`config.mk`:
```
export PLATFORM = sky130hd
export DESIGN_NAME = seq_divider_flat
export DESIGN_NICKNAME = d
export VERILOG_FILES = /design/src/rtl/seq_divider_if.sv /design/src/rtl/seq_divider.sv /design/src/flat_wrapper.sv
export SDC_FILE = /design/constraint.sdc
export NUM_CORES = 1
export LEC_CHECK = 0
export ABC_CLOCK_PERIOD_IN_PS = 7700
export BUFFER_PORTS_ARGS = -buffer_cell sky130_fd_sc_hd__buf_2
export CAP_MARGIN = 10
export CORE_MARGIN = 2
export CORE_UTILIZATION = 45
export DETAILED_ROUTE_END_ITERATION = 16
export PLACE_DENSITY = 0.72
export SYNTH_ARGS = -nofsm -noshare
export SYNTH_HDL_FRONTEND = slang
export SYNTH_SLANG_ARGS = --single-unit
export TNS_END_PERCENT = 1
```
`constraint.sdc`:
```
create_clock -name clk -period 7.7 [get_ports clk]
set_clock_uncertainty 0.2 [all_clocks]
set_input_delay 0.77 -clock clk [delete_from_list [all_inputs] [get_ports clk]]
set_output_delay 0.77 -clock clk [all_outputs]
set_load 0.1 [all_outputs]
```
`src/rtl/seq_divider_if.sv`:
```
// Request/response bundle for the multi-cycle divider.
// Both channels transfer on a rising clk edge where valid && ready are high; a master
// keeps its payload stable while valid is high and ready is low.
interface seq_divider_if #(
  parameter int DATA_WIDTH = 64
) ();
  logic                  div_valid;
  logic                  div_ready;
  logic [3:0]            div_op;
  logic [DATA_WIDTH-1:0] dividend;
  logic [DATA_WIDTH-1:0] divisor;
  logic                  out_valid;
  logic                  out_ready;
  logic [DATA_WIDTH-1:0] result;

  modport master (
    output div_valid, div_op, dividend, divisor, out_ready,
    input  div_ready, out_valid, result
  );

  modport slave (
    input  div_valid, div_op, dividend, divisor, out_ready,
    output div_ready, out_valid, result
  );
endinterface

```
`src/rtl/seq_divider.sv`:
```
// Radix-2 restoring divider for div/divu/rem/remu and their 32-bit word forms.
// One quotient bit per CALC cycle; divide-by-zero, overflow and bad opcodes bypass CALC.
module seq_divider #(
  parameter int DATA_WIDTH = 64
) (
  input  logic         clk,
  input  logic         rst,
  input  logic         flush,
  seq_divider_if.slave bus,
  output logic [1:0]   dbg_state
);
  localparam int W  = DATA_WIDTH;
  localparam int CW = $clog2(W) + 1;

  typedef enum logic [1:0] {IDLE = 2'd0, CALC = 2'd1, DONE = 2'd2} state_e;

  state_e        state_q, state_d;
  logic [CW-1:0] cnt_q, cnt_d;
  logic [W-1:0]  rem_q, rem_d;
  logic [W-1:0]  quo_q, quo_d;
  logic [W-1:0]  dvs_q, dvs_d;
  logic [W-1:0]  result_q, result_d;
  logic          is_rem_q, is_rem_d;
  logic          is_word_q, is_word_d;
  logic          neg_quo_q, neg_quo_d;
  logic          neg_rem_q, neg_rem_d;

  logic [3:0]   op;
  logic [W-1:0] a, b, a_abs, b_abs, a_op, special_res;
  logic [31:0]  a_abs32, b_abs32;
  logic         op_valid, op_rem, op_uns, op_word, a_neg, b_neg, b_zero, ovf, special;

  always_comb begin
    op       = bus.div_op;
    a        = bus.dividend;
    b        = bus.divisor;
    op_valid = (op >= 4'd5) && (op <= 4'd12);
    op_rem   = (op >= 4'd9);
    op_uns   = (op == 4'd6) || (op == 4'd8) || (op == 4'd10) || (op == 4'd12);
    op_word  = (op == 4'd7) || (op == 4'd8) || (op == 4'd11) || (op == 4'd12);
    a_neg    = !op_uns && (op_word ? a[31] : a[W-1]);
    b_neg    = !op_uns && (op_word ? b[31] : b[W-1]);
    a_abs    = a_neg ? -a : a;
    b_abs    = b_neg ? -b : b;
    a_abs32  = a_neg ? -a[31:0] : a[31:0];
    b_abs32  = b_neg ? -b[31:0] : b[31:0];
    b_zero   = op_word ? (b[31:0] == 32'd0) : (b == '0);
    ovf      = !op_uns && (op_word ? (a[31:0] == 32'h8000_0000 && b[31:0] == '1)
                                   : (a == {1'b1, {(W-1){1'b0}}} && b == '1));
    a_op     = op_word ? {{(W-32){a[31]}}, a[31:0]} : a;
    special  = !op_valid || b_zero || ovf;
    // Zero divisor outranks overflow; both are resolved at the operation's width.
    if (!op_valid)   special_res = '0;
    else if (b_zero) special_res = op_rem ? a_op : '1;
    else             special_res = op_rem ? '0 : a_op;
  end

  logic [W:0]   rem_sh, diff;
  logic [W-1:0] rem_nx, quo_nx, fin_val, fin_s, fin_res;
  logic         ge, last, fin_neg;

  always_comb begin
    rem_sh  = {rem_q, quo_q[W-1]};
    diff    = rem_sh - {1'b0, dvs_q};
    // Partial remainder stays below the divisor, so a clear top bit means "fits".
    ge      = !diff[W];
    rem_nx  = ge ? diff[W-1:0] : rem_sh[W-1:0];
    quo_nx  = {quo_q[W-2:0], ge};
    last    = (cnt_q == (is_word_q ? CW'(31) : CW'(W - 1)));
    fin_val = is_rem_q ? rem_nx : quo_nx;
    fin_neg = is_rem_q ? neg_rem_q : neg_quo_q;
    fin_s   = fin_neg ? -fin_val : fin_val;
    fin_res = is_word_q ? {{(W-32){fin_s[31]}}, fin_s[31:0]} : fin_s;
  end

  always_comb begin
    state_d   = state_q;
    cnt_d     = cnt_q;
    rem_d     = rem_q;
    quo_d     = quo_q;
    dvs_d     = dvs_q;
    result_d  = result_q;
    is_rem_d  = is_rem_q;
    is_word_d = is_word_q;
    neg_quo_d = neg_quo_q;
    neg_rem_d = neg_rem_q;
    if (flush) begin
      state_d = IDLE;
    end else begin
      case (state_q)
        IDLE: if (bus.div_valid) begin
          is_rem_d  = op_rem;
          is_word_d = op_word;
          neg_quo_d = a_neg ^ b_neg;
          neg_rem_d = a_neg;
          if (special) begin
            result_d = special_res;
            state_d  = DONE;
          end else begin
            // Word dividends sit in the top half so their MSB shifts out first.
            rem_d   = '0;
            quo_d   = op_word ? {a_abs32, {(W-32){1'b0}}} : a_abs;
            dvs_d   = op_word ? {{(W-32){1'b0}}, b_abs32} : b_abs;
            cnt_d   = '0;
            state_d = CALC;
          end
        end
        CALC: begin
          rem_d = rem_nx;
          quo_d = quo_nx;
          cnt_d = cnt_q + CW'(1);
          if (last) begin
            result_d = fin_res;
            state_d  = DONE;
          end
        end
        DONE: if (bus.out_ready) state_d = IDLE;
        default: state_d = IDLE;
      endcase
    end
  end

  always_ff @(posedge clk) begin
    if (rst) begin
      state_q   <= IDLE;
      cnt_q     <= '0;
      rem_q     <= '0;
      quo_q     <= '0;
      dvs_q     <= '0;
      result_q  <= '0;
      is_rem_q  <= 1'b0;
      is_word_q <= 1'b0;
      neg_quo_q <= 1'b0;
      neg_rem_q <= 1'b0;
    end else begin
      state_q   <= state_d;
      cnt_q     <= cnt_d;
      rem_q     <= rem_d;
      quo_q     <= quo_d;
      dvs_q     <= dvs_d;
      result_q  <= result_d;
      is_rem_q  <= is_rem_d;
      is_word_q <= is_word_d;
      neg_quo_q <= neg_quo_d;
      neg_rem_q <= neg_rem_d;
    end
  end

  assign bus.div_ready = (state_q == IDLE);
  assign bus.out_valid = (state_q == DONE);
  assign bus.result    = result_q;
  assign dbg_state     = state_q;
endmodule

```
`src/flat_wrapper.sv`:
```
// flat-port wrapper written by rule: the top's interface ports become plain ports
module seq_divider_flat 
#(
  parameter int DATA_WIDTH = 64
)
  (clk, rst, flush, dbg_state, bus_div_valid, bus_div_op, bus_dividend, bus_divisor, bus_out_ready, bus_div_ready, bus_out_valid, bus_result);
  seq_divider_if #(.DATA_WIDTH(DATA_WIDTH)) bus_i ();
  input  logic clk;
  input  logic rst;
  input  logic flush;
  output logic [1:0] dbg_state;
  input wire logic [$bits(bus_i.div_valid)-1:0] bus_div_valid;
  input wire logic [$bits(bus_i.div_op)-1:0] bus_div_op;
  input wire logic [$bits(bus_i.dividend)-1:0] bus_dividend;
  input wire logic [$bits(bus_i.divisor)-1:0] bus_divisor;
  input wire logic [$bits(bus_i.out_ready)-1:0] bus_out_ready;
  output wire logic [$bits(bus_i.div_ready)-1:0] bus_div_ready;
  output wire logic [$bits(bus_i.out_valid)-1:0] bus_out_valid;
  output wire logic [$bits(bus_i.result)-1:0] bus_result;
  assign bus_i.div_valid = bus_div_valid;
  assign bus_i.div_op = bus_div_op;
  assign bus_i.dividend = bus_dividend;
  assign bus_i.divisor = bus_divisor;
  assign bus_i.out_ready = bus_out_ready;
  assign bus_div_ready = bus_i.div_ready;
  assign bus_out_valid = bus_i.out_valid;
  assign bus_result = bus_i.result;
  seq_divider #(.DATA_WIDTH(DATA_WIDTH)) u_core (.clk(clk), .rst(rst), .flush(flush), .bus(bus_i), .dbg_state(dbg_state));
endmodule
```
== Yosys cells after proc, flatten, opt, wreduce, memory -nomap -nowiden ==
Cells that the tools add are included.
Word-level totals
  register bits after elaboration: 269
  input port bits: 137
  output and inout bits: 68
Operators by class
  reductions and logical operators: 27
  bitwise gates (word level): 3
  magnitude comparators: 3
  eq/ne operators: 18
  mux-type cells: 39
  add/subtract/negate cells: 7
Operators by type and width (number)
  2-to-1 mux 64 bit: 20
  case mux 64 bit (2 select lines): 3
  negator 64 bit: 3
  == test 64 bit (second input constant): 2
  subtractor 65 x 64 -> 65 bit: 1
  == test 32 bit (second input constant): 2
  zero test 64 bit: 1
  2-to-1 mux 32 bit: 2
  negator 32 bit: 2
  zero test 32 bit: 1
  == test 4 bit (second input constant): 4
  2-to-1 mux 7 bit: 2
  case mux 7 bit (2 select lines): 1
  == test 4 x 3 -> 1 bit (second input constant): 2
  logical OR 1 bit: 8
  2-to-1 mux 2 bit: 4
  AND reduction 4 bit: 2
  adder 7 x 1 -> 7 bit (second input constant): 1
  == test 7 bit: 1
  logical AND 1 bit: 6
  2-to-1 mux 6 bit: 1
  != test 2 bit (second input constant): 3
  case mux 2 bit (3 select lines): 1
  AND reduction 3 bit: 2
  other kinds (14): 22

== Longest topological paths before layout ==
  depth in word-level cells: 11
  depth in mapped cells: 23

== Worst setup path before layout ==
Ideal clock, no wire load.
  path kind: register to register
  start: reg u_core.quo_q[63]
  end: reg u_core.result_q[60], in the netlist u_core.bus.result[60]
  data required time: 7.380 ns
  clock period less this slack: 4.812 ns
  buffers on the path: 1
  stages on the path, launching flop included: 22
  slack: 2.888 ns
  arrival: 4.493 ns
  cell sequence: dfxtp_1 > inv_1 > ha_1 > fa_1 > nand2b_1 > a21oi_1 > o21a_2 > a31o_4 > a221oi_4 > o311ai_2 > nand2_1 > a21oi_1 > o21a_1 > ha_1 > o211ai_1 > nor3_2 > and3_1 > buf_4 > a41oi_1 > xnor2_1 > nor2_1 > o31a_1
On the way
  cells in the longest elaborated chain, start to end: 8
  elaborated cells between the ends (all ways): 9
RTL lines
  from (decl): RTL line seq_divider.sv:20  | logic [W-1:0] quo_q, quo_d;
  from (signal assigned): RTL line seq_divider.sv:139  | quo_q <= quo_d;
  subtractor 65 x 64 -> 65 bit: RTL line seq_divider.sv:64  | diff = rem_sh - {1'b0, dvs_q};
  2-to-1 mux 64 bit or zero test 1 bit (tied branches): RTL line seq_divider.sv:67, seq_divider.sv:66
  2-to-1 mux 64 bit (*): RTL line seq_divider.sv:70  | fin_val = is_rem_q ? rem_nx : quo_nx;
  negator 64 bit: RTL line seq_divider.sv:72  | fin_s = fin_neg ? -fin_val : fin_val;
  2-to-1 mux 64 bit (*): RTL line seq_divider.sv:72
  2-to-1 mux 64 bit (*): RTL line seq_divider.sv:73  | fin_res = is_word_q ? {{(W-32){fin_s[31]}}, fin_s[31:0]} : fin_s;
  2-to-1 mux 64 bit (*): RTL line seq_divider.sv:112  | if (last) begin
  case mux 64 bit (2 select lines) (*): RTL line seq_divider.sv:90  | case (state_q)
  to (signal assigned): RTL line seq_divider.sv:141  | result_q <= result_d;
  to (decl): RTL line seq_divider.sv:22  | logic [W-1:0] result_q, result_d;
Mark *: on every way between the ends. The rest lies on a longest branch, timed or not. The select of a mux whose other input is x is not followed.
A chain may end at the register's enable or synchronous reset.

== Worst setup path in the final report ==
  start: reg u_core.dvs_q[59]
  end: reg u_core.result_q[44], in the netlist u_core.bus.result[44]
On the way
  cells in the longest elaborated chain, start to end: 8
  elaborated cells between the ends (all ways): 9
RTL lines
  from (decl): RTL line seq_divider.sv:21  | logic [W-1:0] dvs_q, dvs_d;
  from (signal assigned): RTL line seq_divider.sv:140  | dvs_q <= dvs_d;
  subtractor 65 x 64 -> 65 bit (*): RTL line seq_divider.sv:64
  2-to-1 mux 64 bit or zero test 1 bit (tied branches): RTL line seq_divider.sv:67, seq_divider.sv:66
  2-to-1 mux 64 bit (*): RTL line seq_divider.sv:70
  negator 64 bit: RTL line seq_divider.sv:72
  2-to-1 mux 64 bit (*): RTL line seq_divider.sv:72
  2-to-1 mux 64 bit (*): RTL line seq_divider.sv:73
  2-to-1 mux 64 bit (*): RTL line seq_divider.sv:112
  case mux 64 bit (2 select lines) (*): RTL line seq_divider.sv:90
Marks and branches as above.

==> results.py <==
metrics = {
    "cts": {
        "cts_tree": "built",
        "clk_path_buf_depth": 3,
        "cts_root_buffer": "clkbuf_16",
        "post_cts_buffers": 0,
        "cts_buffers": 34,
        "cts_max_level": 2,
        "ctsHoldBuffers": 0,
        "ctsResizeCount": 0,
        "clk_latency_ns": 0.56,
        "clk_pin_slew_ns": 0.06,
        "clock_sinks": 269,
    },
    "logic_synthesis": {
        "synthArstFlopShare_pct": 0,
        "syn_area_per_cell_um2": 7.078,
        "synth_seq_cells": 269,
        "yosysSeqAreaShare_pct": 23.24,
        "yosys_warnings": 0,
        "synth-edff-count": 0,
        "syn_area_um2": 23170,
        "synth_fp_nets": 3481,
        "synthFlopType": "dfxtp_1",
        "synth.distinct_cells": 104,
        "synthCells": 3274,
    },
    "global_route": {
        "grt_pass1_vias": 23050,
        "grt_pass1_wl_um": 130600,
        "grt_max_degree": 141,
        "track_usage_pct": 30.93,
        "antenna_found_initial": 0,
        "grt_overflow": 0,
    },
    "worst_setup_path": {
        "slowest_delay_ns": 0.72,
        "worst-path-buf-inv": 3,
        "r2r_setup_slack_ns": 1.34,
        "cp.depth": 19,
        "cpMaxStageDelayCell": "nor4_1",
        "required_ns": 7.96,
        "start_kind": "register",
        "cp_top_family": "simple AND/OR/NAND/NOR gates",
        "critPathKind": "register to register",
        "crit_end": "u_core.bus.result[44]$_SDFFE_PP0P_",
        "worstPathArrival_ns": 6.63,
        "reg2reg_from": "u_core.dvs_q[59]$_SDFFE_PP0P_",
        "cp_cell_sequence": "inv_1, ha_1, nand4_1, nor4_1, nand2_1, nor2_1, a211oi_2, o32ai_2, buf_4, nor3_1, a21oi_1, o211ai_1, nor4_2, buf_4, a31oi_1, xor2_1, a31o_2, a211oi_1, nor3_1",
        "cp-startpoint": "u_core.dvs_q[59]$_SDFFE_PP0P_",
        "cp_max_fo": 10,
        "r2r-end": "u_core.bus.result[44]$_SDFFE_PP0P_",
        "reg2reg_depth": 19,
        "endpoint_kind": "register",
    },
    "final_layout": {
        "nFillCells": 5234,
        "seqCellArea_um2": 5389,
        "fin_nets": 3514,
        "final_layout_size_suffix_gt1_share_pct": 11.57,
        "diodes": 0,
        "fin_area_um2": 25550,
        "syn_to_final_growth_pct": 10.27,
        "multi_input_area_um2": 16360,
    },
    "floorplanning": {
        "dieArea_um2": 53330,
        "rows": 83,
        "core-area_um2": 51090,
        "die_x_um": 230.9,
        "io_pins": 205,
        "initial_core_util_pct": 45.35,
        "die_h_um": 230.9,
    },
    "timing": {
        "fin_setup_tns_ns": 0,
        "final_max_slew_viol_count": 0,
        "hold_violations": 0,
        "final-setup-viol-count": 0,
        "relSlewSlack_pct": 17.03,
        "worstMarginPinSlew_ns": 1.235,
        "rsz0062_at_grt": "no",
        "min_period_ns": 6.362,
        "period_share_pct": 82.62,
        "fmax_ghz": 0.1572,
    },
    "route": {
        "drc_errors": 0,
        "dr.pass1.iters": 6,
        "first_iter_violations": 2748,
        "wl_per_cell_um": 21.23,
        "routed_wl_um": 85130,
        "via_per_inst": 6.276,
        "antenna_left": 0,
        "vias": 25160,
    },
    "power": {
        "leakagePower_nw": 9.714,
        "p_per_area_nw_per_um2": 196.4,
        "ir_drop_v": 0.0001807,
    },
    "run": {
        "cap_violations": 0,
    },
    "min_path": {
        "hp-class": "register to register",
    },
    "placement": {
        "port_buffers": 204,
        "dp_hpwl_um": 63800,
        "gp_congestion": 1.045,
        "placed_cell_area_um2": 24420,
    },
    "run_status": {
        "status": "complete, no violations",
    },
}
## cells by family after synthesis
kind of cell | Yosys count | synth area share [%]
and+or+nand+nor | 1238 | 25.19
muxes | 45 | 1.981
adders and majority gates | 92 | 4.762
DFF | 269 | 23.24
buffers and inverters | 366 | 6.593
xor gates and xnor gates | 231 | 8.731
AOI/OAI and AO/OA | 1033 | 29.51
## worst min path at each step
stage	startpoint	endpoint	slack [ns]	depth (start not counted)
4_1_cts	u_core.dvs_q[60]$_SDFFE_PP0P_	u_core.dvs_q[60]$_SDFFE_PP0P_	0.25	2
3_3_place_gp	u_core.dvs_q[48]$_SDFFE_PP0P_	u_core.dvs_q[48]$_SDFFE_PP0P_	0.24	2
5_1_grt	u_core.dvs_q[51]$_SDFFE_PP0P_	u_core.dvs_q[51]$_SDFFE_PP0P_	0.27	2
2_1_floorplan	u_core.dvs_q[32]$_SDFFE_PP0P_	u_core.dvs_q[32]$_SDFFE_PP0P_	0.23	2
3_5_place_dp	u_core.dvs_q[33]$_SDFFE_PP0P_	u_core.dvs_q[33]$_SDFFE_PP0P_	0.24	2
6_report	u_core.dvs_q[61]$_SDFFE_PP0P_	u_core.dvs_q[61]$_SDFFE_PP0P_	0.25	2
## synth_stat cells (11+ instances only)
library cell / n / area, µm²
o21ai_0: 144 / 720.7
o31ai_1: 26 / 195.2
and3_1: 20 / 125.1
nand2_1: 227 / 852.1
nand3_1: 79 / 395.4
o21a_1: 11 / 82.58
o221ai_1: 28 / 245.2
a211o_1: 11 / 96.34
o21bai_1: 23 / 172.7
a22oi_1: 24 / 180.2
o21ai_1: 18 / 90.09
a31oi_1: 41 / 256.5
nand2b_1: 15 / 93.84
maj3_1: 22 / 220.2
nor2b_1: 16 / 100.1
nor4_1: 41 / 256.5
a21o_1: 29 / 217.7
mux2i_1: 38 / 380.4
nor3_1: 144 / 720.7
nor2_1: 521 / 1956
dfxtp_1: 269 / 5385
xor2_1: 106 / 928.4
xnor2_1: 125 / 1095
a21oi_1: 360 / 1802
o41ai_1: 13 / 113.9
or3_1: 34 / 212.7
o211ai_1: 16 / 120.1
inv_1: 116 / 435.4
a221oi_1: 19 / 166.4
nand4_1: 43 / 269.0
clkbuf_1: 160 / 600.6
or4_1: 17 / 127.6
buf_2: 56 / 280.3
buf_1: 19 / 71.32
a222oi_1: 16 / 160.2
ha_1: 69 / 863.3
and2_1: 13 / 81.33
a211oi_1: 129 / 968.4
## metrics by stage
| stage | setup WS, ns | instances | utilization, % | hold WS [ns] | power [mW] |
|---|---|---|---|---|---|
| finish | 1.338 | 4009 | 50.01 | 0.2498 | 5.018 |
| detailed placement | 1.267 | 3951 | 47.80 | 0.2443 | 3.341 |
| global placement | 1.269 | 3951 | 47.80 | 0.2405 | 3.334 |
| global route | 1.052 | 4009 | 50.01 | 0.2683 | 5.233 |
| CTS | 1.668 | 4009 | 50.01 | 0.2512 | 4.989 |
| floorplan | 2.888 | 3274 | - | 0.2319 | 2.855 |
## worst register-to-register path, stage by stage, from the launching register on
cell and delay, ns:
dfxtp_1 0.37, inv_1 0.08, ha_1 0.47, nand4_1 0.19, nor4_1 0.72, nand2_1 0.35
nor2_1 0.20, a211oi_2 0.10, o32ai_2 0.44, buf_4 0.30, nor3_1 0.07, a21oi_1 0.25
o211ai_1 0.30, nor4_2 0.55, buf_4 0.25, a31oi_1 0.10, xor2_1 0.67, a31o_2 0.39
a211oi_1 0.08, nor3_1 0.19
## cells in the final DEF, fill, tap and decap left out, types with 19 or more instances in the layout
cell       netlist  final
nor3_1         144    144
maj3_1          22     22
dfxtp_1        269    268
a31oi_1         41     40
nor4_1          41     41
o221ai_1        28     28
buf_2           56    203
a211oi_1       129    128
nand2_1        227    226
o21bai_1        23     23
inv_1          116    116
nor2_1         521    517
a22oi_1         24     21
clkbuf_16        0     36
and3_1          20     20
a21oi_1        360    360
o31ai_1         26     26
a21o_1          29     29
xor2_1         106    106
buf_4            4     39
xnor2_1        125    125
or3_1           34     34
o21ai_0        144    144
nand4_1         43     43
ha_1            69     69
mux2i_1         38     37
nand3_1         79     79
a221oi_1        19     19
## cell type report
class / count / area share (%)
Multi-Input combinational cell: 2639 / 64.03
Sequential cell: 269 / 21.09
Timing Repair Buffer: 246 / 5.411
Clock buffer: 47 / 3.883
Tap cell: 680 / 3.330
Inverter: 117 / 1.719
Clock inverter: 11 / 0.5386
## power breakdown
| part | leakage (nW) | internal [mW] | total (mW) | switching [mW] |
|---|---|---|---|---|
| clock | 0.561 | 1.00 | 1.66 | 0.655 |
| sequential | 2.19 | 1.47 | 1.53 | 0.0605 |
| combinational | 6.97 | 0.567 | 1.83 | 1.27 |
## registers in the layout, indices dropped and copies added (netlist names)
name               flops
u_core.dvs_q          64
u_core.neg_quo_q       1
u_core.cnt_q           7
u_core.is_word_q       1
u_core.bus.result     64
u_core.rem_q          64
u_core.neg_rem_q       1
u_core.is_rem_q        1
u_core.dbg_state       2
u_core.quo_q          64
## metal layers
metal  vias to the layer above  track usage (%)  share of wire [%]
li1                      12010                -                  -
met1                     11810            38.02                 40
met2                      1084            50.66                 46
met3                       257            4.904                7.3
met4                         2            18.71                6.6
met5                         -            1.379               0.11
Power figures use the tool's default switching activity.
